[src/rtl/mem_arb_pkg.sv]
// mem_arb_pkg: shared types and constants for the CPU/DMA memory arbiter.
//   owner_e     : which requester held the bus on the last granted cycle
//   ADDR_W_DFLT : default address width
//   DATA_W_DFLT : default data width
//   BCNT_W      : width of the DMA burst counter
package mem_arb_pkg;

   typedef enum logic [0:0] {
      OWN_CPU = 1'b0,
      OWN_DMA = 1'b1
   } owner_e;

   localparam int ADDR_W_DFLT = 16;
   localparam int DATA_W_DFLT = 8;
   localparam int BCNT_W      = 4;

endpackage

[src/rtl/mem_arbiter_if.sv]
// mem_arbiter_if: bundles the CPU request port, the DMA request port and the
// MEMORY port of the arbiter.
//   slave  modport : the arbiter's view (requests and MEM_DOUT in; grants,
//                    read returns and the memory command out)
//   master modport : the environment's view (requesters plus memory)
interface mem_arbiter_if
   import mem_arb_pkg::*;
#(
   parameter int ADDR_W = ADDR_W_DFLT,
   parameter int DATA_W = DATA_W_DFLT
) ();

   logic              CPU_REQ;
   logic [ADDR_W-1:0] CPU_ADDR;
   logic              CPU_WE;
   logic [DATA_W-1:0] CPU_WDATA;
   logic              CPU_RDY;
   logic              CPU_RVALID;
   logic [DATA_W-1:0] CPU_RDATA;

   logic              DMA_REQ;
   logic [ADDR_W-1:0] DMA_ADDR;
   logic              DMA_WE;
   logic [DATA_W-1:0] DMA_WDATA;
   logic              DMA_GNT;
   logic              DMA_RVALID;
   logic [DATA_W-1:0] DMA_RDATA;

   logic [ADDR_W-1:0] MEM_ADDR;
   logic              MEM_WE;
   logic [DATA_W-1:0] MEM_DIN;
   logic [DATA_W-1:0] MEM_DOUT;

   modport slave (
      input  CPU_REQ, CPU_ADDR, CPU_WE, CPU_WDATA,
      input  DMA_REQ, DMA_ADDR, DMA_WE, DMA_WDATA,
      input  MEM_DOUT,
      output CPU_RDY, CPU_RVALID, CPU_RDATA,
      output DMA_GNT, DMA_RVALID, DMA_RDATA,
      output MEM_ADDR, MEM_WE, MEM_DIN
   );

   modport master (
      output CPU_REQ, CPU_ADDR, CPU_WE, CPU_WDATA,
      output DMA_REQ, DMA_ADDR, DMA_WE, DMA_WDATA,
      output MEM_DOUT,
      input  CPU_RDY, CPU_RVALID, CPU_RDATA,
      input  DMA_GNT, DMA_RVALID, DMA_RDATA,
      input  MEM_ADDR, MEM_WE, MEM_DIN
   );

endinterface

[src/rtl/mem_arb_burst_cnt.sv]
// mem_arb_burst_cnt: starvation guard for the memory arbiter. Counts DMA
// grants taken while the CPU is waiting and raises force_cpu once BURST_MAX
// of them have gone by, so the CPU gets the next slot.
//   CLK, R_N  : clock, asynchronous active-low reset
//   cpu_req   : CPU request pending
//   dma_req   : DMA request pending
//   dma_gnt   : DMA granted this cycle
//   force_cpu : give this cycle to the CPU regardless of DMA
module mem_arb_burst_cnt
   import mem_arb_pkg::*;
#(
   parameter int BURST_MAX = 4
) (
   input  logic CLK,
   input  logic R_N,
   input  logic cpu_req,
   input  logic dma_req,
   input  logic dma_gnt,
   output logic force_cpu
);

   localparam logic [BCNT_W-1:0] BMAX = BCNT_W'(BURST_MAX);
   localparam logic [BCNT_W-1:0] ONE  = {{(BCNT_W-1){1'b0}}, 1'b1};

   logic [BCNT_W-1:0] bcnt_r;

   // Force a CPU slot once the burst limit is reached with both sides requesting
   always_comb begin
      force_cpu = cpu_req & dma_req & (bcnt_r == BMAX);
   end

   // Burst counter: counts only while the CPU waits; a CPU slot or idle DMA clears it
   always_ff @(posedge CLK or negedge R_N) begin
      if (!R_N) begin
         bcnt_r <= {BCNT_W{1'b0}};
      end else if (!dma_req) begin
         bcnt_r <= {BCNT_W{1'b0}};
      end else if (dma_gnt) begin
         // With no CPU waiting the count freezes rather than clearing
         if (cpu_req && (bcnt_r != BMAX)) begin
            bcnt_r <= bcnt_r + ONE;
         end else begin
            bcnt_r <= bcnt_r;
         end
      end else begin
         // DMA requesting but not granted: this was the forced CPU slot
         bcnt_r <= {BCNT_W{1'b0}};
      end
   end

endmodule

[src/rtl/mem_arbiter.sv]
// mem_arbiter: shares one single-port MEMORY between the 6502 core and a DMA
// requester. DMA steals cycles; the CPU is stalled (CPU_RDY low) when it loses.
// Reads return one cycle after the grant, tagged by CPU_RVALID / DMA_RVALID.
//   CLK, R_N  : clock, asynchronous active-low reset (also gates MEM_WE)
//   bus.slave : CPU port, DMA port and MEMORY port (see mem_arbiter_if)
// Build option: define MEM_ARB_STARVE_GUARD_EN to bound DMA bursts to
// BURST_MAX grants while the CPU waits; without it DMA has strict priority
// and BURST_MAX is ignored.
module mem_arbiter
   import mem_arb_pkg::*;
#(
   parameter int BURST_MAX = 4,
   parameter int ADDR_W    = ADDR_W_DFLT,
   parameter int DATA_W    = DATA_W_DFLT
) (
   input logic          CLK,
   input logic          R_N,
   mem_arbiter_if.slave bus
);

   logic              force_cpu_s;
   logic              dma_gnt_s;
   logic              cpu_rdy_s;
   logic [ADDR_W-1:0] mem_addr_s;
   logic              mem_we_s;
   logic [DATA_W-1:0] mem_din_s;

   owner_e            own_r;
   logic [ADDR_W-1:0] last_addr_r;
   logic              rd_cpu_r;
   logic              rd_dma_r;

`ifdef MEM_ARB_STARVE_GUARD_EN
   mem_arb_burst_cnt #(
      .BURST_MAX (BURST_MAX)
   ) u_burst_cnt (
      .CLK       (CLK),
      .R_N       (R_N),
      .cpu_req   (bus.CPU_REQ),
      .dma_req   (bus.DMA_REQ),
      .dma_gnt   (dma_gnt_s),
      .force_cpu (force_cpu_s)
   );
`else
   assign force_cpu_s = 1'b0;
`endif

   // Grant decision; R_N gating keeps every grant (and so MEM_WE) low in reset
   always_comb begin
      dma_gnt_s = R_N & bus.DMA_REQ & ~force_cpu_s;
      cpu_rdy_s = R_N & bus.CPU_REQ & ~dma_gnt_s;
   end

   // Memory command mux; idle cycles park the address and never write
   always_comb begin
      mem_addr_s = last_addr_r;
      mem_we_s   = 1'b0;
      mem_din_s  = bus.CPU_WDATA;
      if (dma_gnt_s) begin
         mem_addr_s = bus.DMA_ADDR;
         mem_we_s   = bus.DMA_WE;
         mem_din_s  = bus.DMA_WDATA;
      end else if (cpu_rdy_s) begin
         mem_addr_s = bus.CPU_ADDR;
         mem_we_s   = bus.CPU_WE;
         mem_din_s  = bus.CPU_WDATA;
      end else begin
         // Keep the write-data bus on the last owner to avoid needless toggling
         if (own_r == OWN_DMA) begin
            mem_din_s = bus.DMA_WDATA;
         end else begin
            mem_din_s = bus.CPU_WDATA;
         end
      end
   end

   // Owner FSM, parked address and read-return tags
   always_ff @(posedge CLK or negedge R_N) begin
      if (!R_N) begin
         own_r       <= OWN_CPU;
         last_addr_r <= {ADDR_W{1'b0}};
         rd_cpu_r    <= 1'b0;
         rd_dma_r    <= 1'b0;
      end else begin
         rd_cpu_r <= cpu_rdy_s & ~bus.CPU_WE;
         rd_dma_r <= dma_gnt_s & ~bus.DMA_WE;
         case (own_r)
            OWN_CPU, OWN_DMA: begin
               if (dma_gnt_s) begin
                  own_r       <= OWN_DMA;
                  last_addr_r <= bus.DMA_ADDR;
               end else if (cpu_rdy_s) begin
                  own_r       <= OWN_CPU;
                  last_addr_r <= bus.CPU_ADDR;
               end else begin
                  own_r       <= own_r;
                  last_addr_r <= last_addr_r;
               end
            end
            default: begin
               own_r       <= OWN_CPU;
               last_addr_r <= last_addr_r;
            end
         endcase
      end
   end

   assign bus.CPU_RDY    = cpu_rdy_s;
   assign bus.DMA_GNT    = dma_gnt_s;
   assign bus.MEM_ADDR   = mem_addr_s;
   assign bus.MEM_WE     = mem_we_s;
   assign bus.MEM_DIN    = mem_din_s;
   assign bus.CPU_RVALID = rd_cpu_r;
   assign bus.DMA_RVALID = rd_dma_r;
   // Both requesters see the raw memory output and qualify it with RVALID
   assign bus.CPU_RDATA  = bus.MEM_DOUT;
   assign bus.DMA_RDATA  = bus.MEM_DOUT;

endmodule

[src/flat_wrapper.sv]
// flat-port wrapper written by rule: the top's interface ports become plain ports
module mem_arbiter_flat import mem_arb_pkg::*;
#(
   parameter int BURST_MAX = 4,
   parameter int ADDR_W    = ADDR_W_DFLT,
   parameter int DATA_W    = DATA_W_DFLT
)
  (CLK, R_N, bus_CPU_REQ, bus_CPU_ADDR, bus_CPU_WE, bus_CPU_WDATA, bus_DMA_REQ, bus_DMA_ADDR, bus_DMA_WE, bus_DMA_WDATA, bus_MEM_DOUT, bus_CPU_RDY, bus_CPU_RVALID, bus_CPU_RDATA, bus_DMA_GNT, bus_DMA_RVALID, bus_DMA_RDATA, bus_MEM_ADDR, bus_MEM_WE, bus_MEM_DIN);
  mem_arbiter_if #(.ADDR_W(ADDR_W), .DATA_W(DATA_W)) bus_i ();
  input logic CLK;
  input logic R_N;
  input wire logic [$bits(bus_i.CPU_REQ)-1:0] bus_CPU_REQ;
  input wire logic [$bits(bus_i.CPU_ADDR)-1:0] bus_CPU_ADDR;
  input wire logic [$bits(bus_i.CPU_WE)-1:0] bus_CPU_WE;
  input wire logic [$bits(bus_i.CPU_WDATA)-1:0] bus_CPU_WDATA;
  input wire logic [$bits(bus_i.DMA_REQ)-1:0] bus_DMA_REQ;
  input wire logic [$bits(bus_i.DMA_ADDR)-1:0] bus_DMA_ADDR;
  input wire logic [$bits(bus_i.DMA_WE)-1:0] bus_DMA_WE;
  input wire logic [$bits(bus_i.DMA_WDATA)-1:0] bus_DMA_WDATA;
  input wire logic [$bits(bus_i.MEM_DOUT)-1:0] bus_MEM_DOUT;
  output wire logic [$bits(bus_i.CPU_RDY)-1:0] bus_CPU_RDY;
  output wire logic [$bits(bus_i.CPU_RVALID)-1:0] bus_CPU_RVALID;
  output wire logic [$bits(bus_i.CPU_RDATA)-1:0] bus_CPU_RDATA;
  output wire logic [$bits(bus_i.DMA_GNT)-1:0] bus_DMA_GNT;
  output wire logic [$bits(bus_i.DMA_RVALID)-1:0] bus_DMA_RVALID;
  output wire logic [$bits(bus_i.DMA_RDATA)-1:0] bus_DMA_RDATA;
  output wire logic [$bits(bus_i.MEM_ADDR)-1:0] bus_MEM_ADDR;
  output wire logic [$bits(bus_i.MEM_WE)-1:0] bus_MEM_WE;
  output wire logic [$bits(bus_i.MEM_DIN)-1:0] bus_MEM_DIN;
  assign bus_i.CPU_REQ = bus_CPU_REQ;
  assign bus_i.CPU_ADDR = bus_CPU_ADDR;
  assign bus_i.CPU_WE = bus_CPU_WE;
  assign bus_i.CPU_WDATA = bus_CPU_WDATA;
  assign bus_i.DMA_REQ = bus_DMA_REQ;
  assign bus_i.DMA_ADDR = bus_DMA_ADDR;
  assign bus_i.DMA_WE = bus_DMA_WE;
  assign bus_i.DMA_WDATA = bus_DMA_WDATA;
  assign bus_i.MEM_DOUT = bus_MEM_DOUT;
  assign bus_CPU_RDY = bus_i.CPU_RDY;
  assign bus_CPU_RVALID = bus_i.CPU_RVALID;
  assign bus_CPU_RDATA = bus_i.CPU_RDATA;
  assign bus_DMA_GNT = bus_i.DMA_GNT;
  assign bus_DMA_RVALID = bus_i.DMA_RVALID;
  assign bus_DMA_RDATA = bus_i.DMA_RDATA;
  assign bus_MEM_ADDR = bus_i.MEM_ADDR;
  assign bus_MEM_WE = bus_i.MEM_WE;
  assign bus_MEM_DIN = bus_i.MEM_DIN;
  mem_arbiter #(.BURST_MAX(BURST_MAX), .ADDR_W(ADDR_W), .DATA_W(DATA_W)) u_core (.CLK(CLK), .R_N(R_N), .bus(bus_i));
endmodule
[config.mk]
export PLATFORM = sky130hd
export DESIGN_NAME = mem_arbiter_flat
export DESIGN_NICKNAME = d
export VERILOG_FILES = /design/src/rtl/mem_arb_pkg.sv /design/src/rtl/mem_arbiter_if.sv /design/src/rtl/mem_arb_burst_cnt.sv /design/src/rtl/mem_arbiter.sv /design/src/flat_wrapper.sv
export SDC_FILE = /design/constraint.sdc
export NUM_CORES = 1
export LEC_CHECK = 0
export BUFFER_PORTS_ARGS = -buffer_cell sky130_fd_sc_hd__buf_2
export CORE_AREA = 2 2 54 61
export CTS_CLUSTER_DIAMETER = 200
export DETAILED_ROUTE_END_ITERATION = 7
export DIE_AREA = 0 0 56 63
export GPL_ROUTABILITY_DRIVEN = 0
export PLACE_DENSITY_LB_ADDON = 0.25
export SLEW_MARGIN = 25
export SYNTH_ARGS = -nofsm -noshare
export SYNTH_HDL_FRONTEND = slang
export SYNTH_HIERARCHICAL = 1
export SYNTH_SLANG_ARGS = --single-unit
[constraint.sdc]
create_clock -name CLK -period 2.7 [get_ports CLK]
set_input_delay 0.135 -clock CLK [delete_from_list [all_inputs] [get_ports CLK]]
set_output_delay 0.135 -clock CLK [all_outputs]
set_load 0.05 [all_outputs]
==> flow_metrics.tcl, run 1 <==
set metrics [dict create \
    p_int_mw 0.477 \
    synthAdderAreaFrac 0 \
    ant_nets 0 \
    wire_per_inst_um 13.0 \
    critPathKind "primary input to output pin" \
    post-route-min-period_ns 2.11 \
    critPathRequiredTime_ns 2.57 \
    synthMuxAreaShare 0.0856 \
    synth-compound-area-share 0.199 \
    synth-edff-count 0 \
    hold_viol 0 \
    async_reset_ff_frac 1.00 \
    max_stage_delay_ns 0.54 \
    insertion_delay_ns 0.29 \
    numCtsBuffers 3 \
    track_usage 0.154 \
    dp_hpwl_um 2190 \
    r2r_setup_slack_ns 1.83 \
    tritoncts "yes" \
    maxCapViolCount 0 \
    cts.htree.levels 1 \
    min_path_type "primary input to flip-flop" \
    dp_slack_ns 1.04 \
    path_clk_slew_ns 0.10 \
    period_share 0.780 \
    start_util 0.358 \
    comb_power_share 0.437 \
    status "finished, final reports clean" \
    timing.hold.ws_ns 0.0178 \
    diodes 0 \
    fin_skew_ns 0 \
    met3_usage 0.0435 \
    synthSimpleGateAreaFrac 0.109 \
    die_y_um 63 \
    portBuffers 82 \
    die_w_um 56 \
    fmax_mhz 475 \
    critical_path.most_common_cell "buf_2" \
    grt_pass1_wl_um 4360 \
    synthToLayoutAreaGrowth_pct 33.4 \
    grt.busiest_layer "met2" \
    leakage_nw 0.710 \
    end_kind "output pin" \
    grt_pass1_vias 1014 \
    power_switching_mw 0.347 \
    io_pins 107 \
    viasPerCell 4.85 \
    syn_inst 111 \
    ys_ff_latch 19 \
    rows 21 \
    power_density_nw_per_um2 587 \
    syn_area_per_cell_sq_um 9.48 \
    use_met1 0.174 \
    wirelength_um 2750 \
    setup_viol 0 \
    arrival_ns 1.97 \
    utilization 0.477 \
    seq_area_frac_synth 0.452 \
    firstDrtPassIters 4 \
    p_sw_frac 0.421 \
    clkPwrFrac 0.167 \
    dr_total_vias 1029 \
    stdcell_area_sq_um 1400 \
    drt_iter0_markers 33 \
    clock-root-buffer "clkbuf_4" \
    synthFlopType "dfrtp_1" \
    crit_chain "dlygate4sd3_1, buf_2, o21a_1, nor2_1, a21oi_1, buf_2" \
    design.core.area_sq_um 2940 \
    nNetsFinal 241 \
    setup_ws_ns 0.593 \
    finalMaxSlewViolations 0 \
    die_area_sq_um 3530 \
    seq_power_share 0.396 \
    gr-total-overflow 0 \
    drive_above_1_share 0.545 \
    worstMarginPinSlew_ns 0.592 \
    tns_ns 0 \
    postPlaceCellArea_sq_um 1360 \
    synth_cell_types 19 \
    synth_top_family_by_area "compound AO/OA/AOI/OAI gates" \
    drc_errors 0 \
    peakVddDrop_mv 0.232 \
    critPathMaxFanout 16 \
    slowest_stage "dlygate4sd3_1" \
    max_slew_margin 0.606 \
    yosys_warnings 6 \
    syn_area_sq_um 1050 \
    cts_sinks 19 \
    startpoint_type "primary input" \
    cts_resized 0 \
    grt_start_max_net_pins 36 \
    grt_setup_unrepaired "false" \
    cts.path.max_buffers 2 \
    synth-xor-area-share 0 \
    antenna_found_initial 0 \
    use_met2 0.272 \
    syn-num-nets 173 \
]
## critical path: cells and delay by family
| family | cells | cell delay [ns] |
|---|---|---|
| buffers and inverters | 3 | 1.02 |
| AND/OR/NAND/NOR | 1 | 0.10 |
| AO/OA/AOI/OAI | 2 | 0.72 |
## flip-flops by register name (all words and copies together) (netlist names)
register / count
u_core/last_addr_r: 16
u_core/bus.DMA_RVALID: 1
u_core/bus.CPU_RVALID: 1
u_core/own_r: 1
## metrics by stage
| step | std cells | power [mW] |
|---|---|---|
| after floorplan | 111 | 0.656 |
| after global placement | 206 | 0.686 |
| after detailed placement | 206 | 0.693 |
| after CTS | 211 | 0.837 |
| after global routing | 212 | 0.875 |
| final | 212 | 0.824 |
## per-layer routing
| metal | up-vias | share of wire |
|---|---|---|
| met5 | - | 0 |
| met4 | 0 | 0.011 |
| met3 | 4 | 0.12 |
| met2 | 70 | 0.50 |
| met1 | 448 | 0.36 |
| li1 | 507 | - |
## worst paths after layout
kind / startpoint / to / depth (start not counted)
setup reg to reg: u_core/own_r$_DFFE_PN0P_ / u_core/own_r$_DFFE_PN0P_ / 2
hold reg to reg: u_core/last_addr_r[14]$_DFF_PN0_ / u_core/last_addr_r[14]$_DFF_PN0_ / 2
hold / removal: bus_DMA_WE / u_core/bus.DMA_RVALID$_DFF_PN0_ / 2
setup / recovery: R_N / bus_MEM_ADDR[15] / 6
min in group asynchronous: R_N / u_core/last_addr_r[0]$_DFF_PN0_ / 3
max in group asynchronous: R_N / u_core/bus.DMA_RVALID$_DFF_PN0_ / 3
## cells in the final DEF (no fill, tap or decap), types with 2 or more instances in the layout
master          n
buf_2          82
dfrtp_1        19
nor2_1         17
o22ai_1        16
a21oi_1        16
mux2_2          8
clkbuf_4        3
dlygate4sd3_1   2
inv_1           2
nand2_1         2
## cells in the mapped netlist, types with 2 or more instances
cell | count | area share
clkbuf_1 | 2 | 0.0071
dfrtp_1 | 19 | 0.45
buf_4 | 19 | 0.14
nand2_1 | 2 | 0.0071
mux2_2 | 8 | 0.086
o22ai_1 | 16 | 0.095
a21oi_1 | 16 | 0.076
inv_1 | 2 | 0.0071
nor2_1 | 17 | 0.061
## repair_timing
action                                 CTS  global route
hold buffers                             1             1
endpoints found under the hold margin   19             1
buffers inserted                         0             0
## final cells by class
cell class	instances	area [sq um]
timing repair buffer	85	438
tap	34	42.5
multi-input combinational	68	414
fill	294	1540
inverter	2	7.51
clock buffer	4	26.3
sequential	19	475
## power by group through the flow
stage | clock network, mW | logic [mW] | registers [mW]
2_1_floorplan | 0 | 0.322 | 0.334
3_3_place_gp | 0 | 0.355 | 0.331
3_5_place_dp | 0 | 0.360 | 0.333
4_1_cts | 0.148 | 0.362 | 0.327
5_1_grt | 0.161 | 0.384 | 0.330
6_report | 0.138 | 0.360 | 0.326
## logic make-up (layout without fill, tap and decap cells)
| kind of cell | count (synthesis) | after routing |
|---|---|---|
| simple gates | 25 | 25 |
| flops | 19 | 19 |
| buf+inv | 24 | 91 |
| mux | 8 | 8 |
| compound gates | 35 | 35 |
No activity file was read; power rests on OpenSTA's default activity.
==> inputs of run 2 (changes only) <==
Settings changed: CORE_AREA 2 2 54 61 to 2 2 56 63, DIE_AREA 0 0 56 63 to 0 0 58 65.
Clock period 2.7 ns to 2.2 ns, I/O delays scaled along.
==> run 2 against run 1 <==
  * Count of clock-buffer cells in the layout is 1 lower
  * Non-clock buffer count is 1 higher
  * Clock power is 24% higher
  * Sequential power is 23% higher
  * Register-to-register slack worse by 0.49 ns
==> flow_metrics.tcl, run 2 (synthesis results as in run 1) <==
set metrics [dict create \
    grt_pass1_wl_um 4380 \
    ff2ff_path_depth 2 \
    utilization 0.444 \
    viasPerCell 4.96 \
    portBuffers 82 \
    layout_commonest_cell "buf_2" \
    diodes 0 \
    die_y_um 65 \
    critPathKind "primary input to output pin" \
    clock-root-buffer "clkbuf_4" \
    design.core.area_sq_um 3190 \
    drc_errors 0 \
    synthToLayoutAreaGrowth_pct 34.8 \
    largest_reg_flops 16 \
    crit_chain "dlygate4sd3_1, buf_2, and2_4, a21oi_4, mux2_2, buf_2" \
    worstHoldStart "bus_DMA_REQ" \
    peakVddDrop_mv 0.286 \
    critPathRequiredTime_ns 2.09 \
    cts.htree.levels 1 \
    startpoint_type "primary input" \
    die_area_sq_um 3770 \
    leakage_nw 0.717 \
    path_buf_inv 3 \
    slowest_stage "dlygate4sd3_1" \
    nNetsFinal 242 \
    status "finished, final reports clean" \
    track_usage 0.151 \
    reg2reg_from "u_core/own_r$_DFFE_PN0P_" \
    dp_hpwl_um 2190 \
    tns_ns 0 \
    end_kind "output pin" \
    arrival_ns 1.85 \
    crit_family "buffers and inverters" \
    wire_per_inst_um 12.8 \
    fin_skew_ns 0 \
    grt_setup_unrepaired "false" \
    insertion_delay_ns 0.29 \
    setup_viol 0 \
    r2r_setup_slack_ns 1.34 \
    ant_nets 0 \
    path_clk_slew_ns 0.10 \
    worstMarginPinSlew_ns 0.602 \
    r2r-end "u_core/own_r$_DFFE_PN0P_" \
    cts.path.max_buffers 2 \
    critPathMaxFanout 9 \
    period_share 0.892 \
    place_inst 208 \
    drive_above_1_share 0.553 \
    tritoncts "yes" \
    hold_depth 2 \
    timing.hold.ws_ns 0.0740 \
    rows 22 \
    cp.depth 6 \
    wirelength_um 2750 \
    max_slew_margin 0.599 \
    hold_viol 0 \
    drt_iter0_markers 44 \
    post-route-min-period_ns 1.96 \
    maxCapViolCount 0 \
    instances_no_fill 215 \
    hold_end "u_core/bus.CPU_RVALID$_DFF_PN0_" \
    largest-register "u_core/last_addr_r" \
    grt_start_max_net_pins 33 \
    power_density_nw_per_um2 715 \
    io_pins 107 \
    firstDrtPassIters 4 \
    finalMaxSlewViolations 0 \
    gr-total-overflow 0 \
    fmax_mhz 510 \
    layout_common_cells "buf_2, dfrtp_1, nor2_1" \
    dr_total_vias 1066 \
    die_w_um 58 \
    max_stage_delay_ns 0.53 \
    grt_pass1_vias 1075 \
    numCtsBuffers 3 \
    critical_path.most_common_cell "buf_2" \
    start_util 0.330 \
    antenna_found_initial 0 \
    min_path_type "primary input to flip-flop" \
    cts_sinks 19 \
]
run 2: layout make-up:
type	count	area, sq um
clock buffer	3	22.5
clock inverter	1	5.00
multi-input combinational	68	415
fill	332	1770
timing repair buffer	86	448
inverter	2	7.51
sequential	19	475
tap	36	45.0
run 2: per-stage QoR:
stage,setup slack [ns],total power [mW],instance area (sq um)
after floorplan,0.469,0.805,1050
after global placement,0.599,0.845,1360
after detailed placement,0.601,0.851,1360
after CTS,0.0604,1.04,1420
after global routing,0.136,1.08,1420
final,0.238,1.02,1420
run 2: how the worst max path moves through the flow:
| stage | startpoint | to | slack, ns |
|---|---|---|---|
| 3_3_place_gp | bus_DMA_REQ | bus_MEM_ADDR[3] | 0.60 |
| 2_1_floorplan | R_N | u_core/last_addr_r[10]$_DFF_PN0_ | 0.47 |
| 6_report | R_N | bus_MEM_DIN[1] | 0.24 |
| 4_1_cts | R_N | bus_MEM_ADDR[3] | 0.06 |
| 5_1_grt | R_N | bus_MEM_ADDR[7] | 0.14 |
| 3_5_place_dp | R_N | bus_MEM_ADDR[3] | 0.60 |
run 2: power by group:
group,leakage [nW],internal [mW],total (mW),switching [mW]
clock network,0.0177,0.0675,0.171,0.103
logic,0.486,0.128,0.444,0.316
registers,0.214,0.389,0.400,0.0115
run 2: what timing repair did:
item | CTS | global route
setup buffers | 0 | 0
resized for setup | 0 | 1
hold endpoints to repair | 21 | 0
endpoints found under the setup margin | 0 | 15
hold buffers | 3 | 0
run 2: routing by layer:
| metal | GRT usage | share of wire |
|---|---|---|
| met2 | 0.288 | 0.52 |
| met1 | 0.154 | 0.37 |
| met4 | 0.0610 | 0.011 |
| met3 | 0.0359 | 0.10 |
| met5 | 0 | 0 |
==> inputs of run 3 (changes only) <==
Settings changed: CORE_AREA 2 2 56 63 to 2 2 45 78, DIE_AREA 0 0 58 65 to 0 0 47 80, PLACE_DENSITY set to 0.75, PLACE_DENSITY_LB_ADDON 0.25 to not set.
==> run 3 against run 2 <==
  * Utilization up 1.4 points
  * Power up 5.9%
  * Highest routed layer unchanged
  * Clock skew unchanged
  * Die area down 0.27%
  * Global-route usage about the same
  * Via count down 4.2%
  * Count of clock-buffer cells in the layout up 1
  * Sequential share of layout area down 0.12 points
  * Final cell count up 2.3%
  * Register-to-register slack about the same
==> flow_metrics.tcl, run 3 (synthesis results as in run 1) <==
set metrics [dict create \
    worstMarginPinSlew_ns 0.636 \
    dp_slack_ns 0.564 \
    path_buf_inv 3 \
    drive_above_1_share 0.548 \
    antenna_found_initial 0 \
    fmax_mhz 498 \
    max_stage_delay_ns 0.52 \
    setup_viol 0 \
    numCtsBuffers 3 \
    diodes 0 \
    setup_ws_ns 0.193 \
    power_density_nw_per_um2 755 \
    post-route-min-period_ns 2.01 \
    ff2ff_path_depth 2 \
    instances_no_fill 220 \
    status "finished, final reports clean" \
    finalMaxSlewViolations 0 \
    wirelength_um 2710 \
    critPathKind "primary input to output pin" \
    track_usage 0.152 \
    grt_setup_unrepaired "false" \
    die_y_um 80 \
    cts_sinks 19 \
    grt_start_max_net_pins 36 \
    dr_total_vias 1021 \
    slowest_stage "dlygate4sd3_1" \
    design.core.area_sq_um 3110 \
    max_slew_margin 0.576 \
    die_w_um 47 \
    startpoint_type "primary input" \
    hold_viol 0 \
    cp.depth 6 \
    clock-root-buffer "clkbuf_8" \
    drt_iter0_markers 8 \
    io_pins 107 \
    hold_depth 2 \
    largest_reg_flops 16 \
    timing.hold.ws_ns 0.0304 \
    viasPerCell 4.64 \
    crit_family "buffers and inverters" \
    tns_ns 0 \
    grt_pass1_wl_um 4110 \
    wire_per_inst_um 12.3 \
    cts.path.max_buffers 2 \
    leakage_nw 0.713 \
    nNetsFinal 240 \
    maxCapViolCount 0 \
    critical_path.most_common_cell "buf_2" \
    ant_nets 0 \
    arrival_ns 1.90 \
    end_kind "output pin" \
    gr-total-overflow 0 \
    cts.htree.levels 1 \
    r2r_setup_slack_ns 1.35 \
    die_area_sq_um 3760 \
    min_path_type "primary input to flip-flop" \
    crit_chain "dlygate4sd3_1, buf_2, o21a_1, nor2_1, a21oi_1, buf_2" \
    period_share 0.912 \
    reg2reg_from "u_core/own_r$_DFFE_PN0P_" \
    drc_errors 0 \
    critPathRequiredTime_ns 2.09 \
    grt_pass1_vias 989 \
    portBuffers 82 \
    synthToLayoutAreaGrowth_pct 35.3 \
    worstHoldStart "bus_DMA_WE" \
    startpoint "R_N" \
    firstDrtPassIters 3 \
    peakVddDrop_mv 0.417 \
    fin_skew_ns 0 \
    critPathMaxFanout 16 \
    dp_hpwl_um 2110 \
    layout_commonest_cell "buf_2" \
    tritoncts "yes" \
    path_clk_slew_ns 0.07 \
    start_util 0.339 \
    insertion_delay_ns 0.25 \
    layout_common_cells "buf_2, dfrtp_1, nor2_1" \
    place_inst 215 \
    largest-register "u_core/last_addr_r" \
    rows 27 \
    post_cts_buffers 0 \
]
==> run 3: cell count changes in the layout (fill, tap and decap cells not counted), sizes merged <==
cell	before	now
clkinv	1	0
dlygate4sd3	3	1
clkbuf	3	4
==> run 3: what timing repair did <==
| item | 4_1_cts | 5_1_grt |
|---|---|---|
| hold endpoints to repair | 19 | 0 |
| endpoints found under the setup margin | 0 | 0 |
| hold buffers | 1 | 0 |
| gates resized for setup | 0 | 0 |
==> run 3: cell type report <==
| cell class | instances | area (sq um) |
|---|---|---|
| clock buffer | 4 | 45.0 |
| fill | 338 | 1680 |
| inverter | 2 | 7.51 |
| multi-input combinational | 68 | 414 |
| sequential | 19 | 475 |
| tap | 43 | 53.8 |
| timing repair buffer | 84 | 428 |
==> run 3: routing by layer <==
layer  GRT usage  part of all wire  vias up  wire length [um]
met3      0.0249             0.089        9               240
met1       0.154              0.36      448               981
li1            -                 -      501                 -
met5           0                 0        -                 0
met4      0.0750             0.020        0                55
met2       0.275              0.53       63              1430
==> run 3: report_power, final <==
part	switching, mW	internal [mW]	total [mW]
clock	0.107	0.128	0.235
sequential	0.0110	0.389	0.400
combinational	0.314	0.125	0.440
total	0.432	0.643	1.07
==> run 3: path summary, 6_finish.rpt <==
| path | end |
|---|---|
| worst min register to register | u_core/last_addr_r[13]$_DFF_PN0_ |
| min in group asynchronous | u_core/last_addr_r[4]$_DFF_PN0_ |
| max in group asynchronous | u_core/last_addr_r[10]$_DFF_PN0_ |
| worst min-delay path | u_core/bus.DMA_RVALID$_DFF_PN0_ |
| worst max-delay path | bus_MEM_ADDR[4] |
| worst max register to register | u_core/own_r$_DFFE_PN0P_ |
==> run 3: per-stage QoR <==
stage	utilization	total power, mW	area [sq um]
after floorplan	-	0.805	1050
after global placement	0.440	0.844	1370
after detailed placement	0.440	0.849	1370
after CTS	0.458	1.09	1420
after global routing	0.458	1.13	1420
final	0.458	1.07	1420
